==> src/rtl/fp_divsqrt_fu.sv <==
// fp_divsqrt_fu: multi-cycle IEEE-754 divide / square root using a radix-2 restoring iteration.
// Subnormal operands are flushed to signed zero; results below the normal range flush to zero.
module fp_divsqrt_fu #(
    parameter int EXP_W = 8,
    parameter int MAN_W = 23,
    parameter int FLEN  = 1 + EXP_W + MAN_W
) (
    input  logic            clk_in,
    input  logic            reset_in,
    input  logic            start,
    input  logic            is_sqrt,
    input  logic [FLEN-1:0] a,
    input  logic [FLEN-1:0] b,
    input  logic [2:0]      rm,
    input  logic            abort,
    output logic            busy,
    output logic            done,
    output logic [FLEN-1:0] result,
    output logic [4:0]      fflags
);
    localparam int N     = MAN_W + 3;
    localparam int CNT_W = $clog2(MAN_W + 4);
    localparam int REM_W = MAN_W + 5;
    localparam int SE_W  = EXP_W + 3;
    localparam logic signed [SE_W-1:0] BIAS = SE_W'((1 << (EXP_W - 1)) - 1);
    localparam logic signed [SE_W-1:0] EMAX = SE_W'((1 << EXP_W) - 1);
    localparam logic signed [SE_W-1:0] ONE  = SE_W'(1);
    localparam logic [FLEN-1:0] QNAN = {1'b0, {EXP_W{1'b1}}, 1'b1, {(MAN_W-1){1'b0}}};

    typedef enum logic [2:0] {S_IDLE, S_PREP, S_ITER, S_ROUND, S_DONE} state_t;
    state_t state, state_nx;

    logic [FLEN-1:0]         a_q, b_q;
    logic                    sqrt_q;
    logic [2:0]              rm_q;
    logic [REM_W-1:0]        rem;
    logic [2*N-1:0]          xrad;
    logic [MAN_W:0]          divs;
    logic [N-1:0]            quo;
    logic [CNT_W-1:0]        cnt;
    logic signed [SE_W-1:0]  exp_r;
    logic                    sign_r;

    // operand unpacking and classification
    logic                    sa, sb;
    logic [EXP_W-1:0]        ea, eb;
    logic [MAN_W-1:0]        ma, mb;
    logic                    a_zero, b_zero, a_inf, b_inf, a_nan, b_nan, a_snan, b_snan;
    logic [MAN_W:0]          siga, sigb;
    logic signed [SE_W-1:0]  ea_x, eb_x, e_unb;
    logic [MAN_W+1:0]        sqrt_sig;

    assign {sa, ea, ma} = a_q;
    assign {sb, eb, mb} = b_q;
    assign a_zero = (ea == '0);
    assign b_zero = (eb == '0);
    assign a_inf  = (&ea) && (ma == '0);
    assign b_inf  = (&eb) && (mb == '0);
    assign a_nan  = (&ea) && (ma != '0);
    assign b_nan  = (&eb) && (mb != '0);
    assign a_snan = a_nan && !ma[MAN_W-1];
    assign b_snan = b_nan && !mb[MAN_W-1];
    assign siga   = {1'b1, ma};
    assign sigb   = {1'b1, mb};
    assign ea_x   = {{(SE_W-EXP_W){1'b0}}, ea};
    assign eb_x   = {{(SE_W-EXP_W){1'b0}}, eb};
    assign e_unb  = ea_x - BIAS;
    // odd exponent: fold one factor of two into the radicand so the halved exponent is exact
    assign sqrt_sig = e_unb[0] ? {siga, 1'b0} : {1'b0, siga};

    logic             spec_hit;
    logic [FLEN-1:0]  spec_res;
    logic [4:0]       spec_flags;

    always_comb begin
        spec_hit   = 1'b1;
        spec_res   = QNAN;
        spec_flags = '0;
        if (sqrt_q) begin
            if (a_nan)       spec_flags[4] = a_snan;
            else if (a_zero) spec_res = {sa, {(FLEN-1){1'b0}}};
            else if (sa)     spec_flags[4] = 1'b1;
            else if (a_inf)  spec_res = {1'b0, {EXP_W{1'b1}}, {MAN_W{1'b0}}};
            else             spec_hit = 1'b0;
        end else begin
            if (a_nan || b_nan) begin
                spec_flags[4] = a_snan | b_snan;
            end else if ((a_zero && b_zero) || (a_inf && b_inf)) begin
                spec_flags[4] = 1'b1;
            end else if (a_inf) begin
                spec_res = {sa ^ sb, {EXP_W{1'b1}}, {MAN_W{1'b0}}};
            end else if (b_zero) begin
                spec_res      = {sa ^ sb, {EXP_W{1'b1}}, {MAN_W{1'b0}}};
                spec_flags[3] = 1'b1;
            end else if (b_inf || a_zero) begin
                spec_res = {sa ^ sb, {(FLEN-1){1'b0}}};
            end else begin
                spec_hit = 1'b0;
            end
        end
    end

    // one restoring step: quotient bit for division, root bit for square root
    logic [REM_W-1:0] cand, trial, diff, rem_next;
    logic             ge;

    always_comb begin
        if (sqrt_q) begin
            cand  = {rem[REM_W-3:0], xrad[2*N-1 -: 2]};
            trial = {quo, 2'b01};
        end else begin
            cand  = rem;
            trial = {{(REM_W-MAN_W-1){1'b0}}, divs};
        end
        ge       = (cand >= trial);
        diff     = ge ? cand - trial : cand;
        rem_next = sqrt_q ? diff : {diff[REM_W-2:0], 1'b0};
    end

    // rounding and range check
    logic                    lead, g, r, st, nx, inc, to_inf;
    logic [MAN_W-1:0]        man;
    logic [MAN_W:0]          sum;
    logic signed [SE_W-1:0]  e_n, e_f;
    logic [FLEN-1:0]         rnd_res;
    logic [4:0]              rnd_flags;

    always_comb begin
        lead = quo[N-1];
        if (lead) begin
            man = quo[N-2:2];
            g   = quo[1];
            r   = quo[0];
            e_n = exp_r;
        end else begin
            man = quo[N-3:1];
            g   = quo[0];
            r   = 1'b0;
            e_n = exp_r - ONE;
        end
        st = (rem != '0);
        nx = g | r | st;
        case (rm_q)
            3'b001:  begin inc = 1'b0;          to_inf = 1'b0;    end
            3'b010:  begin inc = sign_r & nx;   to_inf = sign_r;  end
            3'b011:  begin inc = ~sign_r & nx;  to_inf = ~sign_r; end
            3'b100:  begin inc = g;             to_inf = 1'b1;    end
            default: begin inc = g & (r | st | man[0]); to_inf = 1'b1; end
        endcase
        sum = {1'b0, man} + {{MAN_W{1'b0}}, inc};
        e_f = sum[MAN_W] ? e_n + ONE : e_n;
        rnd_flags = {4'b0000, nx};
        rnd_res   = {sign_r, e_f[EXP_W-1:0], sum[MAN_W-1:0]};
        if (e_f >= EMAX) begin
            rnd_flags = 5'b00101;
            if (to_inf) rnd_res = {sign_r, {EXP_W{1'b1}}, {MAN_W{1'b0}}};
            else        rnd_res = {sign_r, {(EXP_W-1){1'b1}}, 1'b0, {MAN_W{1'b1}}};
        end else if (e_f < ONE) begin
            rnd_flags = 5'b00011;
            rnd_res   = {sign_r, {(FLEN-1){1'b0}}};
        end
    end

    always_ff @(posedge clk_in or posedge reset_in) begin
        if (reset_in) state <= S_IDLE;
        else          state <= state_nx;
    end

    always_comb begin
        state_nx = state;
        busy     = 1'b0;
        done     = 1'b0;
        case (state)
            S_IDLE:  if (start && !abort) state_nx = S_PREP;
            S_PREP:  begin busy = 1'b1; state_nx = spec_hit ? S_DONE : S_ITER; end
            S_ITER:  begin busy = 1'b1; if (cnt == CNT_W'(N - 1)) state_nx = S_ROUND; end
            S_ROUND: begin busy = 1'b1; state_nx = S_DONE; end
            S_DONE:  begin busy = 1'b1; done = 1'b1; state_nx = S_IDLE; end
            default: state_nx = S_IDLE;
        endcase
        if (abort) state_nx = S_IDLE;
    end

    always_ff @(posedge clk_in or posedge reset_in) begin
        if (reset_in) begin
            a_q    <= '0;
            b_q    <= '0;
            sqrt_q <= 1'b0;
            rm_q   <= '0;
            rem    <= '0;
            xrad   <= '0;
            divs   <= '0;
            quo    <= '0;
            cnt    <= '0;
            exp_r  <= '0;
            sign_r <= 1'b0;
            result <= '0;
            fflags <= '0;
        end else begin
            case (state)
                S_IDLE: begin
                    if (start && !abort) begin
                        a_q    <= a;
                        b_q    <= b;
                        sqrt_q <= is_sqrt;
                        rm_q   <= rm;
                    end
                end
                S_PREP: begin
                    cnt  <= '0;
                    quo  <= '0;
                    divs <= sigb;
                    if (sqrt_q) begin
                        rem    <= '0;
                        xrad   <= {sqrt_sig, {(MAN_W+4){1'b0}}};
                        exp_r  <= (e_unb >>> 1) + BIAS;
                        sign_r <= 1'b0;
                    end else begin
                        rem    <= {{(REM_W-MAN_W-1){1'b0}}, siga};
                        xrad   <= '0;
                        exp_r  <= ea_x - eb_x + BIAS;
                        sign_r <= sa ^ sb;
                    end
                end
                S_ITER: begin
                    rem  <= rem_next;
                    quo  <= {quo[N-2:0], ge};
                    xrad <= xrad << 2;
                    cnt  <= cnt + 1'b1;
                end
                default: ;
            endcase
            if (!abort) begin
                if (state == S_PREP && spec_hit) begin
                    result <= spec_res;
                    fflags <= spec_flags;
                end else if (state == S_ROUND) begin
                    result <= rnd_res;
                    fflags <= rnd_flags;
                end
            end
        end
    end
endmodule

==> config.mk <==
export PLATFORM = sky130hd
export DESIGN_NAME = fp_divsqrt_fu
export DESIGN_NICKNAME = d
export VERILOG_FILES = /design/src/rtl/fp_divsqrt_fu.sv
export SDC_FILE = /design/constraint.sdc
export NUM_CORES = 1
export LEC_CHECK = 0
export ABC_AREA = 0
export ABC_CLOCK_PERIOD_IN_PS = 14650
export CORE_MARGIN = 2
export CORE_UTILIZATION = 55
export DETAILED_ROUTE_END_ITERATION = 10
export HOLD_SLACK_MARGIN = 0.08
export PLACE_DENSITY = 0.76
export SLEW_MARGIN = 10
export SYNTH_ARGS = -nofsm -noshare
export SYNTH_HDL_FRONTEND = slang
export SYNTH_SLANG_ARGS = --single-unit
==> constraint.sdc <==
create_clock -name clk_in -period 14.65 [get_ports clk_in]
set_input_delay 2.93 -clock clk_in [delete_from_list [all_inputs] [get_ports clk_in]]
set_output_delay 2.93 -clock clk_in [all_outputs]
set_load 0.01 [all_outputs]
==> flow_summary.yaml <==
clock_tree:
  clkLatencyLatePin_ns: 0.57
  cts_hold_repair.buffers: 0
  h-tree-depth: 1
  cts_num_sinks: 227
  cts.root.buffer_cell: "clkbuf_16"
  post_cts_buffers: 0
  tritoncts: "built"
  cts_made_buffers: 26
  post_cts_resized: 0
  cts.path.max_buffers: 3
  clkTransAtPathRegs_ns: 0.07
global_routing:
  first_pass_grt_wire_length_um: 65700
  grt_overflow_total: 0
  via_count_of_the_first_global_routing_pass: 12123
  grt_antenna_before_repair: 0
  grt.total_usage: 0.287
  grt_start_max_net_pins: 91
synthesis:
  syn_nets: 1705
  synthTopCellsByArea: "dfrtp_1 (38%), mux2_2 (7.8%), mux2i_1 (5.3%)"
  ys_ff_latch: 227
  synth_top_area_cell: "dfrtp_1"
  synth_async_sr_flop_share: 1.00
  synth_enable_flop_cells: 0
  synth.distinct_cells: 84
  synth-seq-area-share: 0.382
  synth_top_flop_cell: "dfrtp_1"
  synthesis.area_per_instance_um2: 9.38
  synthesis.instances: 1585
  synth_top_area_share: 0.382
  yosys_warning_total: 0
  synthesis.area_um2: 14900
route:
  remaining_design_rule_violation_count: 0
  num_vias: 12779
  drt_iter0_markers: 1276
  avgRoutedWirePerCell_um: 20.6
  vias_per_cell: 6.41
  firstDrtPassIters: 5
  antenna_violating_nets_post_route: 0
  detail_route.wirelength_um: 41100
worst_setup_path:
  worstRegToRegCells: 12
  worstSetupStartpoint: "sqrt_q$_DFFE_PP0P_"
  critical_path_class: "flop to flop"
  rr_startpoint: "sqrt_q$_DFFE_PP0P_"
  endpoint_of_the_worst_slack_reg_to_reg_timing_path: "rem[18]$_DFFE_PP0P_"
  worst_ep_required_time_ns: 15.10
  critical_path.startpoint_type: "flop"
  timing.critical_path.to: "rem[18]$_DFFE_PP0P_"
  endpoint_kind: "flop"
  worst-path-max-fanout: 53
  regToRegSetupSlack_ns: 9.06
  worst-endpoint-arrival_ns: 6.04
sta:
  hold_violations: 0
  fmaxAchievable_mhz: 179
  setup_tns_ns: 0
  timing.final.crit_share: 0.382
  clk_skew_ns: 0.0297
  worst_max_slew_margin_expressed_relative_to_the_limit: 0.285
  timing.final.max_slew_violations: 0
  rsz0062_at_grt: "no"
  finalSetupViolCount: 0
  layout_min_cycle_time_ns: 5.59
  worst_pin_slew_ns: 1.07
  timing.final.ws_setup_ns: 9.06
placement:
  dp_cells: 1946
  globalplace.congestion: 0.963
  place_hpwl_um: 29300
  dp_slack_ns: 9.19
  port_buffers: 110
  placed_area_um2: 16100
hold_path:
  min_path_cells: 1
  hp-class: "flop to flop"
cells_and_area:
  num_antenna_cells: 0
  final_net_count: 1753
  areaGrowthSynthToFinish_pct: 14.3
  layout.cells.most_common: "dfrtp_1"
  instances_no_fill: 1993
  finish.utilization: 0.635
  mostFrequentLayoutCells: "dfrtp_1 (225), nand2_1 (180), clkdlybuf4s50_1 (110)"
  final_cell_area_um2: 17000
  final_layout_size_suffix_gt1_frac: 0.122
pwr:
  power.ir.vdd_worst_mv: 0.125
  leakage_nw: 7.22
  pwr_density_cell_nw_per_um2: 223
flow_run:
  drv_cap: 0
floorplan:
  io_pins: 111
  chipHeight_um: 168
  design.core.area_um2: 26700
  fp-row-count: 60
  fp.dieArea_um2: 28400
  floorplan.die.width_um: 168
  initial_core_utilization: 0.556
outcome:
  outcome: "completed"
[metal layers]
layer | up-vias | global-route usage | wire length [um] | share of wire
met5 | - | 0 | 0 | 0
met4 | 0 | 0.107 | 1650 | 0.040
met3 | 97 | 0.0364 | 2790 | 0.068
met2 | 511 | 0.447 | 18600 | 0.45
met1 | 6199 | 0.411 | 18000 | 0.44
li1 | 5972 | - | - | -
[cells by family (layout without fill, tap and decap cells)]
kind of cell | Yosys count | in the layout | share of synthesized area
muxes | 181 | 181 | 0.131
adders and majority gates | 48 | 48 | 0.0414
and+or+nand+nor | 508 | 508 | 0.169
buffers and inverters | 152 | 219 | 0.0416
AOI/OAI and AO/OA | 393 | 393 | 0.191
DFF | 227 | 227 | 0.382
xor gates and xnor gates | 76 | 76 | 0.0448
[where the power goes]
part	leakage [nW]	switching [mW]	internal (mW)
Clock	0.434	0.278	0.389
Combinational	3.92	1.16	0.889
Sequential	2.87	0.249	0.828
[worst min path at each step]
stage	startpoint	end	slack, ns
global route	divs[23]$_DFFE_PP0P_	divs[23]$_DFFE_PP0P_	0.50
CTS	divs[23]$_DFFE_PP0P_	divs[23]$_DFFE_PP0P_	0.47
finish	divs[23]$_DFFE_PP0P_	divs[23]$_DFFE_PP0P_	0.47
floorplan	divs[23]$_DFFE_PP0P_	divs[23]$_DFFE_PP0P_	0.43
global placement	divs[23]$_DFFE_PP0P_	divs[23]$_DFFE_PP0P_	0.45
detailed placement	divs[23]$_DFFE_PP0P_	divs[23]$_DFFE_PP0P_	0.45
[area by class of cell]
cell class              count  area, um^2
repair buffers            127        1230
clock buffers              32         723
clock inverters            15         165
multi-input cells        1206        8580
flip-flops and latches    227        5690
well taps                 341         427
fillers                  2244        9740
inverters                  45         176
[registers in the layout (all words and copies together) (netlist names)]
signal / count
b_q: 32
sign_r: 1
a_q: 32
quo: 26
divs: 24
result: 32
exp_r: 10
sqrt_q: 1
rem: 28
cnt: 5
state: 3
fflags: 5
rm_q: 3
xrad: 25
[Yosys cell counts, types with 12 or more instances]
master,count
xor2_1,25
buf_1,23
ha_1,46
clkbuf_1,68
a221o_1,54
a211oi_1,13
nand2_1,180
o22ai_1,13
nor3_1,35
nand4_1,27
a21o_1,13
mux2i_1,78
nor2_1,94
nor2b_1,16
a22o_1,26
a22oi_1,15
nand2b_1,12
mux2_2,103
a31oi_1,16
dfrtp_1,227
xnor2_1,51
a21oi_1,68
nand3_1,52
o21ai_0,81
nor4_1,29
inv_1,44
[worst max-delay path: stages (launching register included)]
cell	delay (ns)
dfrtp_4	0.79
buf_4	0.61
mux2_2	0.44
ha_1	0.38
a21oi_1	0.28
o21ai_0	0.17
a221o_1	0.41
a211o_1	0.35
a221oi_2	0.52
nand2_1	0.59
mux2_2	0.47
o21a_1	0.18
a211o_1	0.23
[stage by stage]
step	hold WS, ns	total power, mW
after CTS	0.470	3.77
after global placement	0.448	3.04
after global routing	0.498	4.05
after detailed placement	0.452	3.09
final	0.469	3.79
after floorplan	0.434	2.51
No activity file was read; power rests on OpenSTA's default activity.
